`config.mk`:
```
export PLATFORM = sky130hd
export DESIGN_NAME = clb_multi
export DESIGN_NICKNAME = d
export VERILOG_FILES = /design/src/rtl/clb_pkg.sv /design/src/rtl/clb_ble.sv /design/src/rtl/clb_multi.sv
export SDC_FILE = /design/constraint.sdc
export NUM_CORES = 1
export LEC_CHECK = 0
export BUFFER_PORTS_ARGS = -buffer_cell sky130_fd_sc_hd__buf_2
export CORE_MARGIN = 1
export CORE_UTILIZATION = 61
export DETAILED_ROUTE_END_ITERATION = 7
export GPL_TIMING_DRIVEN = 0
export PLACE_DENSITY = 0.78
export SLEW_MARGIN = 30
export SYNTH_ARGS = -nofsm -noshare
export SYNTH_HDL_FRONTEND = slang
export SYNTH_HIERARCHICAL = 1
export SYNTH_SLANG_ARGS = --single-unit
```
`constraint.sdc`:
```
create_clock -name clk -period 3.4 [get_ports clk]
set_input_delay 0.34 -clock clk [delete_from_list [all_inputs] [get_ports clk]]
set_output_delay 0.34 -clock clk [all_outputs]
set_load 0.03 [all_outputs]
```
`src/rtl/clb_pkg.sv`:
```
// Shared types and constants for the multi-track configurable logic block.
package clb_pkg;

    localparam int unsigned BLE_CFG_W = 24;

    // Source of the BLE flip-flop enable.
    typedef enum logic [1:0] {
        FF_EN_LEFT  = 2'b00,
        FF_EN_RIGHT = 2'b01,
        FF_EN_ONE   = 2'b10,
        FF_EN_UP    = 2'b11
    } ff_en_sel_e;

    // Configuration chain occupancy.
    typedef enum logic [1:0] {
        EMPTY    = 2'b00,
        SHIFTING = 2'b01,
        FULL     = 2'b10
    } cfg_state_e;

    // Per-BLE configuration field, MSB first.
    typedef struct packed {
        logic       ff_init;
        logic [3:0] out_sel;    // up, down, right, left
        logic       o_mux;      // 1 = LUT, 0 = FF
        ff_en_sel_e ff_en_ctrl;
        logic [15:0] lut;
    } ble_cfg_t;

endpackage

```
`src/rtl/clb_ble.sv`:
```
// One basic logic element: 4-LUT, enable mux, flip-flop and track output muxes.
module clb_ble
    import clb_pkg::*;
(
    input  logic     clk,
    input  logic     rst_n,
    input  ble_cfg_t cfg,
    input  logic     configured,
    input  logic     commit,
    input  logic     init_val,
    input  logic     up_i,
    input  logic     down_i,
    input  logic     right_i,
    input  logic     left_i,
    output logic     up_o,
    output logic     down_o,
    output logic     right_o,
    output logic     left_o
);

    logic [3:0] addr;
    logic       lut_out;
    logic       ff_en;
    logic       ff_q;
    logic       sig;
    // ff_init is taken from the incoming shadow copy at commit time, not from cfg.
    logic       unused_ff_init;

    assign unused_ff_init = cfg.ff_init;
    assign addr           = {up_i, down_i, right_i, left_i};
    assign lut_out        = cfg.lut[addr];

    // Flip-flop enable source selection.
    always_comb begin
        ff_en = 1'b0;
        case (cfg.ff_en_ctrl)
            FF_EN_LEFT:  ff_en = left_i;
            FF_EN_RIGHT: ff_en = right_i;
            FF_EN_ONE:   ff_en = 1'b1;
            FF_EN_UP:    ff_en = up_i;
            default:     ff_en = 1'b0;
        endcase
    end

    // BLE flip-flop: preset on commit, frozen until the block is configured.
    always_ff @(posedge clk or negedge rst_n) begin
        if (!rst_n) begin
            ff_q <= 1'b0;
        end else if (commit) begin
            ff_q <= init_val;
        end else if (configured && ff_en) begin
            ff_q <= lut_out;
        end
    end

    assign sig     = cfg.o_mux ? lut_out : ff_q;
    assign up_o    = cfg.out_sel[3] ? sig : down_i;
    assign down_o  = cfg.out_sel[2] ? sig : up_i;
    assign right_o = cfg.out_sel[1] ? sig : left_i;
    assign left_o  = cfg.out_sel[0] ? sig : right_i;

endmodule

```
`src/rtl/clb_multi.sv`:
```
// Multi-track CLB: serial shadow configuration chain, atomic commit, N_TRK BLEs.
module clb_multi
    import clb_pkg::*;
#(
    parameter int unsigned N_TRK = 2
) (
    input  logic             clk,
    input  logic             rst_n,
    input  logic             cfg_en,
    input  logic             cfg_si,
    input  logic             cfg_commit,
    output logic             cfg_so,
    output logic             configured,
    output logic             cfg_err,
    input  logic [N_TRK-1:0] up_i,
    input  logic [N_TRK-1:0] down_i,
    input  logic [N_TRK-1:0] right_i,
    input  logic [N_TRK-1:0] left_i,
    output logic [N_TRK-1:0] up_o,
    output logic [N_TRK-1:0] down_o,
    output logic [N_TRK-1:0] right_o,
    output logic [N_TRK-1:0] left_o
);

    localparam int unsigned CFG_BITS = BLE_CFG_W * N_TRK;
    localparam int unsigned CNT_W    = $clog2(CFG_BITS + 1);
    localparam logic [CNT_W-1:0] FULL_CNT = CNT_W'(CFG_BITS);

    logic [CFG_BITS-1:0] shadow;
    logic [CFG_BITS-1:0] active;
    logic [CNT_W-1:0]    bit_cnt;
    logic [CNT_W-1:0]    cnt_next;
    cfg_state_e          state;
    cfg_state_e          state_next;
    logic                commit_ok;
    logic                commit_bad;

    // Chain state register.
    always_ff @(posedge clk or negedge rst_n) begin
        if (!rst_n) begin
            state <= EMPTY;
        end else begin
            state <= state_next;
        end
    end

    // Commit qualification, bit counter and chain state transitions.
    always_comb begin
        state_next = state;
        cnt_next   = bit_cnt;
        commit_ok  = 1'b0;
        commit_bad = 1'b0;
        if (cfg_commit) begin
            if ((state == FULL) && !cfg_en) begin
                commit_ok = 1'b1;
            end else begin
                commit_bad = 1'b1;
            end
        end
        if (commit_ok) begin
            cnt_next   = '0;
            state_next = EMPTY;
        end else if (cfg_en) begin
            if (bit_cnt != FULL_CNT) begin
                cnt_next = bit_cnt + CNT_W'(1);
            end
            case (state)
                EMPTY, SHIFTING: state_next = (cnt_next == FULL_CNT) ? FULL : SHIFTING;
                FULL:            state_next = FULL;
                default:         state_next = EMPTY;
            endcase
        end
    end

    // Shadow chain, active config, counter and status flags.
    always_ff @(posedge clk or negedge rst_n) begin
        if (!rst_n) begin
            shadow     <= '0;
            active     <= '0;
            bit_cnt    <= '0;
            configured <= 1'b0;
            cfg_err    <= 1'b0;
        end else begin
            bit_cnt <= cnt_next;
            cfg_err <= commit_bad;
            if (cfg_en) begin
                shadow <= {shadow[CFG_BITS-2:0], cfg_si};
            end
            if (commit_ok) begin
                active     <= shadow;
                configured <= 1'b1;
            end
        end
    end

    assign cfg_so = shadow[CFG_BITS-1];

    // One BLE per track.
    for (genvar i = 0; i < int'(N_TRK); i++) begin : g_ble
        clb_ble u_ble (
            .clk        (clk),
            .rst_n      (rst_n),
            .cfg        (ble_cfg_t'(active[BLE_CFG_W*i +: BLE_CFG_W])),
            .configured (configured),
            .commit     (commit_ok),
            .init_val   (shadow[BLE_CFG_W*i + BLE_CFG_W - 1]),
            .up_i       (up_i[i]),
            .down_i     (down_i[i]),
            .right_i    (right_i[i]),
            .left_i     (left_i[i]),
            .up_o       (up_o[i]),
            .down_o     (down_o[i]),
            .right_o    (right_o[i]),
            .left_o     (left_o[i])
        );
    end

endmodule

```
After elaboration in Yosys (flattened, before gate mapping)
Index checks and enable logic that the tools add are counted.
{"block": "totals", "ff_bits": 107, "inputBits": 13, "out_inout_bits": 11, "elab_cells": 65}
{"block": "classes", "n_addsub": 1, "magnitude_cmp": 2, "eq_ne": 10, "mux": 33, "n_reduce_logical": 11}
{"op": "2-to-1 mux 6 bit", "count": 5}
{"op": "2-to-1 mux 1 bit", "count": 20}
{"op": "equality test 2 bit (second input constant)", "count": 5}
{"op": "less-than comparator 4 x 5 -> 1 bit (second input constant)", "count": 2}
{"op": "binary-select mux 1 bit (select 4 bit)", "count": 2}
{"op": "case mux 1 bit (4 select lines)", "count": 2}
{"op": "adder 6 x 1 -> 6 bit (second input constant)", "count": 1}
{"op": "equality test 2 x 1 -> 1 bit (second input constant)", "count": 3}
{"op": "equality test 6 bit (second input constant)", "count": 1}
{"op": "zero test 2 bit", "count": 3}
{"op": "2-to-1 mux 2 bit", "count": 3}
{"op": "inequality test 6 bit (second input constant)", "count": 1}
{"op": "nonzero test 2 bit", "count": 3}
{"op": "case mux 2 bit (2 select lines)", "count": 1}
{"op": "logical AND 1 bit", "count": 3}
{"op": "OR reduction 2 bit", "count": 1}
{"op": "zero test 1 bit", "count": 1}

Depth between registers and ports, before layout
{"block": "logic_depth", "ltp_word": 10, "ltp_mapped": 6, "ltp_nobuf": 6}

By module
Netlist, hierarchy kept.
{"mod": "clb_multi", "n_inst": 1, "cells_per_inst": 275, "area_per_inst_um2": 4393.0, "seq_area_each_um2": 2652.5}
{"mod": "clb_ble", "n_inst": 2, "cells_per_inst": 29, "area_per_inst_um2": 269.0, "seq_area_each_um2": 25.0}

Worst setup path after synthesis
Ideal clock, no wire load.
{"block": "synth_path", "kind": "input to output", "from": "input port left_i[0]", "to": "output port down_o[0]", "arrival_ns": 1.627, "required_time_ns": 3.060, "path_slack_ns": 1.433, "stages": 5, "path_buffers": 1, "path_cell_list": "buf_6 > mux4_2 > a22o_1 > o21ai_2 > a31oi_1"}
{"block": "synth_via", "elab_chain_cells": 4}
{"element": "start, declared", "line": "clb_multi.sv:18", "source": "input logic [N_TRK-1:0] left_i,"}
{"element": "binary-select mux 1 bit (select 4 bit)", "line": "clb_ble.sv:31", "source": "assign lut_out = cfg.lut[addr];"}
{"element": "2-to-1 mux 1 bit (not written as such)", "line": "clb_ble.sv:31"}
{"element": "2-to-1 mux 1 bit", "line": "clb_ble.sv:56", "source": "assign sig = cfg.o_mux ? lut_out : ff_q;"}
{"element": "2-to-1 mux 1 bit", "line": "clb_ble.sv:58", "source": "assign down_o = cfg.out_sel[2] ? sig : up_i;"}
{"element": "end, declared", "line": "clb_multi.sv:20", "source": "output logic [N_TRK-1:0] down_o,"}
No other way between the ends. The select of a mux whose other input is x is not followed.

Worst setup path after layout
{"block": "layout_path", "from": "register active[0]", "to": "output port up_o[0]"}
{"block": "layout_via", "elab_chain_cells": 4}
{"element": "start, declared", "line": "clb_multi.sv:30", "source": "logic [CFG_BITS-1:0] active;"}
{"element": "start signal, assigned", "line": "clb_multi.sv:90", "source": "active <= shadow;"}
{"element": "binary-select mux 1 bit (select 4 bit)", "line": "clb_ble.sv:31"}
{"element": "2-to-1 mux 1 bit (not written as such)", "line": "clb_ble.sv:31"}
{"element": "2-to-1 mux 1 bit", "line": "clb_ble.sv:56"}
{"element": "2-to-1 mux 1 bit", "line": "clb_ble.sv:57", "source": "assign up_o = cfg.out_sel[3] ? sig : down_i;"}
{"element": "end, declared", "line": "clb_multi.sv:19", "source": "output logic [N_TRK-1:0] up_o,"}
No other way between the ends. The select of a mux whose other input is x is not followed.

==> flow_summary.yaml <==
worst_setup_path:
  cp_cell_sequence: "mux4_2, a22o_1, o21ai_2, a31oi_1, buf_2"
  cp.required_ns: 3.06
  critPathLaunchType: "register"
  r2r-end: "active[45]"
  cp.depth: 5
  cpPeakStageDelay_ns: 0.48
  startpoint: "active[0]"
  r2r_cells: 4
  crit_buf_inv: 1
  rrSetupSlack_ns: 1.76
  crit_end: "up_o[0]"
  path_max_fanout: 4
  crit_type: "register to output pin"
  r2r_start: "state[0]"
  crit_slowest_cell: "mux4_2"
  crit_arrival_ns: 2.07
  cp_top_family: "compound AO/OA/AOI/OAI gates"
  endpoint_kind: "output pin"
power:
  leakage_uw: 0.002474
  peakVddDrop_mv: 0.3526
  power.density_mw_per_mm2: 504.6
clock_network:
  cts_tree: "done"
  hold_buffers: 1
  clock_path_buffers: 2
  clock_sinks: 106
  cts-resized-gates: 0
  clk_latency_ns: 0.36
  cts_buffers: 9
  cts.clk_slew.worst_paths_ns: 0.09
  postCtsSetupRepairBufs: 0
  h-tree-depth: 3
  cts_root_buf: "clkbuf_8"
cells_and_area:
  final_common_cell: "dfrtp_1"
  layout_common_cells: "dfrtp_1 (106), mux2_2 (50), mux2_4 (39)"
  areaGrowthSynthToFinish_pct: 9.407
  nets: 377
  diodes: 0
  stdcell_area_mm2: 0.005311
  layout-drive-gt1-share_pct: 41.53
grt:
  grt.overflow.total: 0
  grt_max_degree: 63
  grt_pass1_vias: 2831
  grt_first_pass_wirelength_um: 13920
  antenna_found_initial: 0
  gr-usage-all-layers_pct: 21.58
floorplan:
  core_mm2: 0.007727
  start_util_pct: 62.82
  dieArea_mm2: 0.008319
  dieHeight_um: 91.21
  die_w_um: 91.21
  io_pins: 24
  num_rows: 32
drt:
  avgRoutedWirePerCell_um: 17.19
  ant_nets: 0
  detail_route.wirelength_um: 8044
  dr.pass1.iters: 4
  via_count: 2753
  drt_iter0_drc: 82
  route.detailed.drc: 0
  via_per_inst: 5.882
logic_synthesis:
  syn_nets: 344
  avgSynthCellArea_um2: 14.76
  synthCells: 329
  synth_area_mm2: 0.004855
  yosysWarnings: 6
timing:
  period_minus_slack_ns: 2.407
  rsz0062_at_grt: "false"
  setup_tns_ns: 0
  fin_crit_sh_pct: 70.79
  max_clock_freq_ghz: 0.4155
  final_hold_viol_count: 0
  worstMarginPinSlew_ns: 0.4910
  fin_skew_ns: 0.01207
  finalSetupViolations: 0
  slew-limit-headroom_pct: 67.27
  finalMaxSlewViolations: 0
place:
  finalWeightedCongestion: 0.7949
  hpwl_um: 5480
  port_buffers: 20
  placed_area_mm2: 0.005116
worst_hold_path:
  hp-class: "primary input to register"
outcome:
  status: "finished clean"
flow_run:
  cap_violations: 0
==> flip-flops by register name (all words and copies together), names as in the netlist <==
| register | flops |
|---|---|
| cfg_err | 1 |
| state | 2 |
| active | 46 |
| configured | 1 |
| shadow | 48 |
| g_ble.u_ble/ff_q | 2 |
| bit_cnt | 6 |
==> where the power goes <==
group          leakage, uW  internal (uW)  total, uW  switching (uW)
clock            0.0000856            339        748             409
sequential         0.00142           1430       1560             133
combinational     0.000971            204        372             168
total              0.00247           1970       2680             710
==> routing by layer <==
layer,GRT usage (%),vias to the layer above,share of wire (%)
met1,29.67,1412,47
met3,5.276,12,3.5
met5,0,-,0
met2,34.34,61,48
li1,-,1268,-
met4,6.349,0,1.4
==> worst register-to-register path, cell delays in order (launching register included) <==
cell and delay [ns]:
dfrtp_1 0.45, nor4bb_2 0.29, buf_4 0.26, buf_8 0.18, mux2_1 0.34
==> per-stage QoR <==
step	worst slack, ns	hold WS [ns]	std cells	power, uW	util (%)
floorplan	1.433	0.04441	329	1823	-
global placement	0.8860	0.4869	451	1927	65.77
detailed placement	1.283	0.2907	452	1958	66.21
CTS	0.9937	0.1940	468	2707	68.73
global route	0.9419	0.1983	468	2824	68.73
finish	0.9931	0.2130	468	2680	68.73
==> worst min-delay path by stage <==
| stage | start | endpoint | slack (ns) | depth (start not counted) |
|---|---|---|---|---|
| 6_report | cfg_commit | cfg_err | 0.21 | 2 |
| 5_1_grt | cfg_commit | cfg_err | 0.20 | 2 |
| 4_1_cts | cfg_commit | cfg_err | 0.19 | 2 |
| 3_5_place_dp | rst_n | active[3] | 0.29 | 1 |
| 3_3_place_gp | active[36] | active[36] | 0.49 | 1 |
| 2_1_floorplan | rst_n | active[0] | 0.04 | 0 |
==> cell type report <==
cell class	instances	area, um2
plain buffers	17	175.2
clock buffers	11	131.4
clock inverters	4	53.80
fillers	552	2416
inverters	4	15.01
multi-input cells	202	2012
flip-flops and latches	106	2653
well taps	102	127.6
repair buffers	22	143.9
Note: power is estimated with default switching activity, not from simulation.
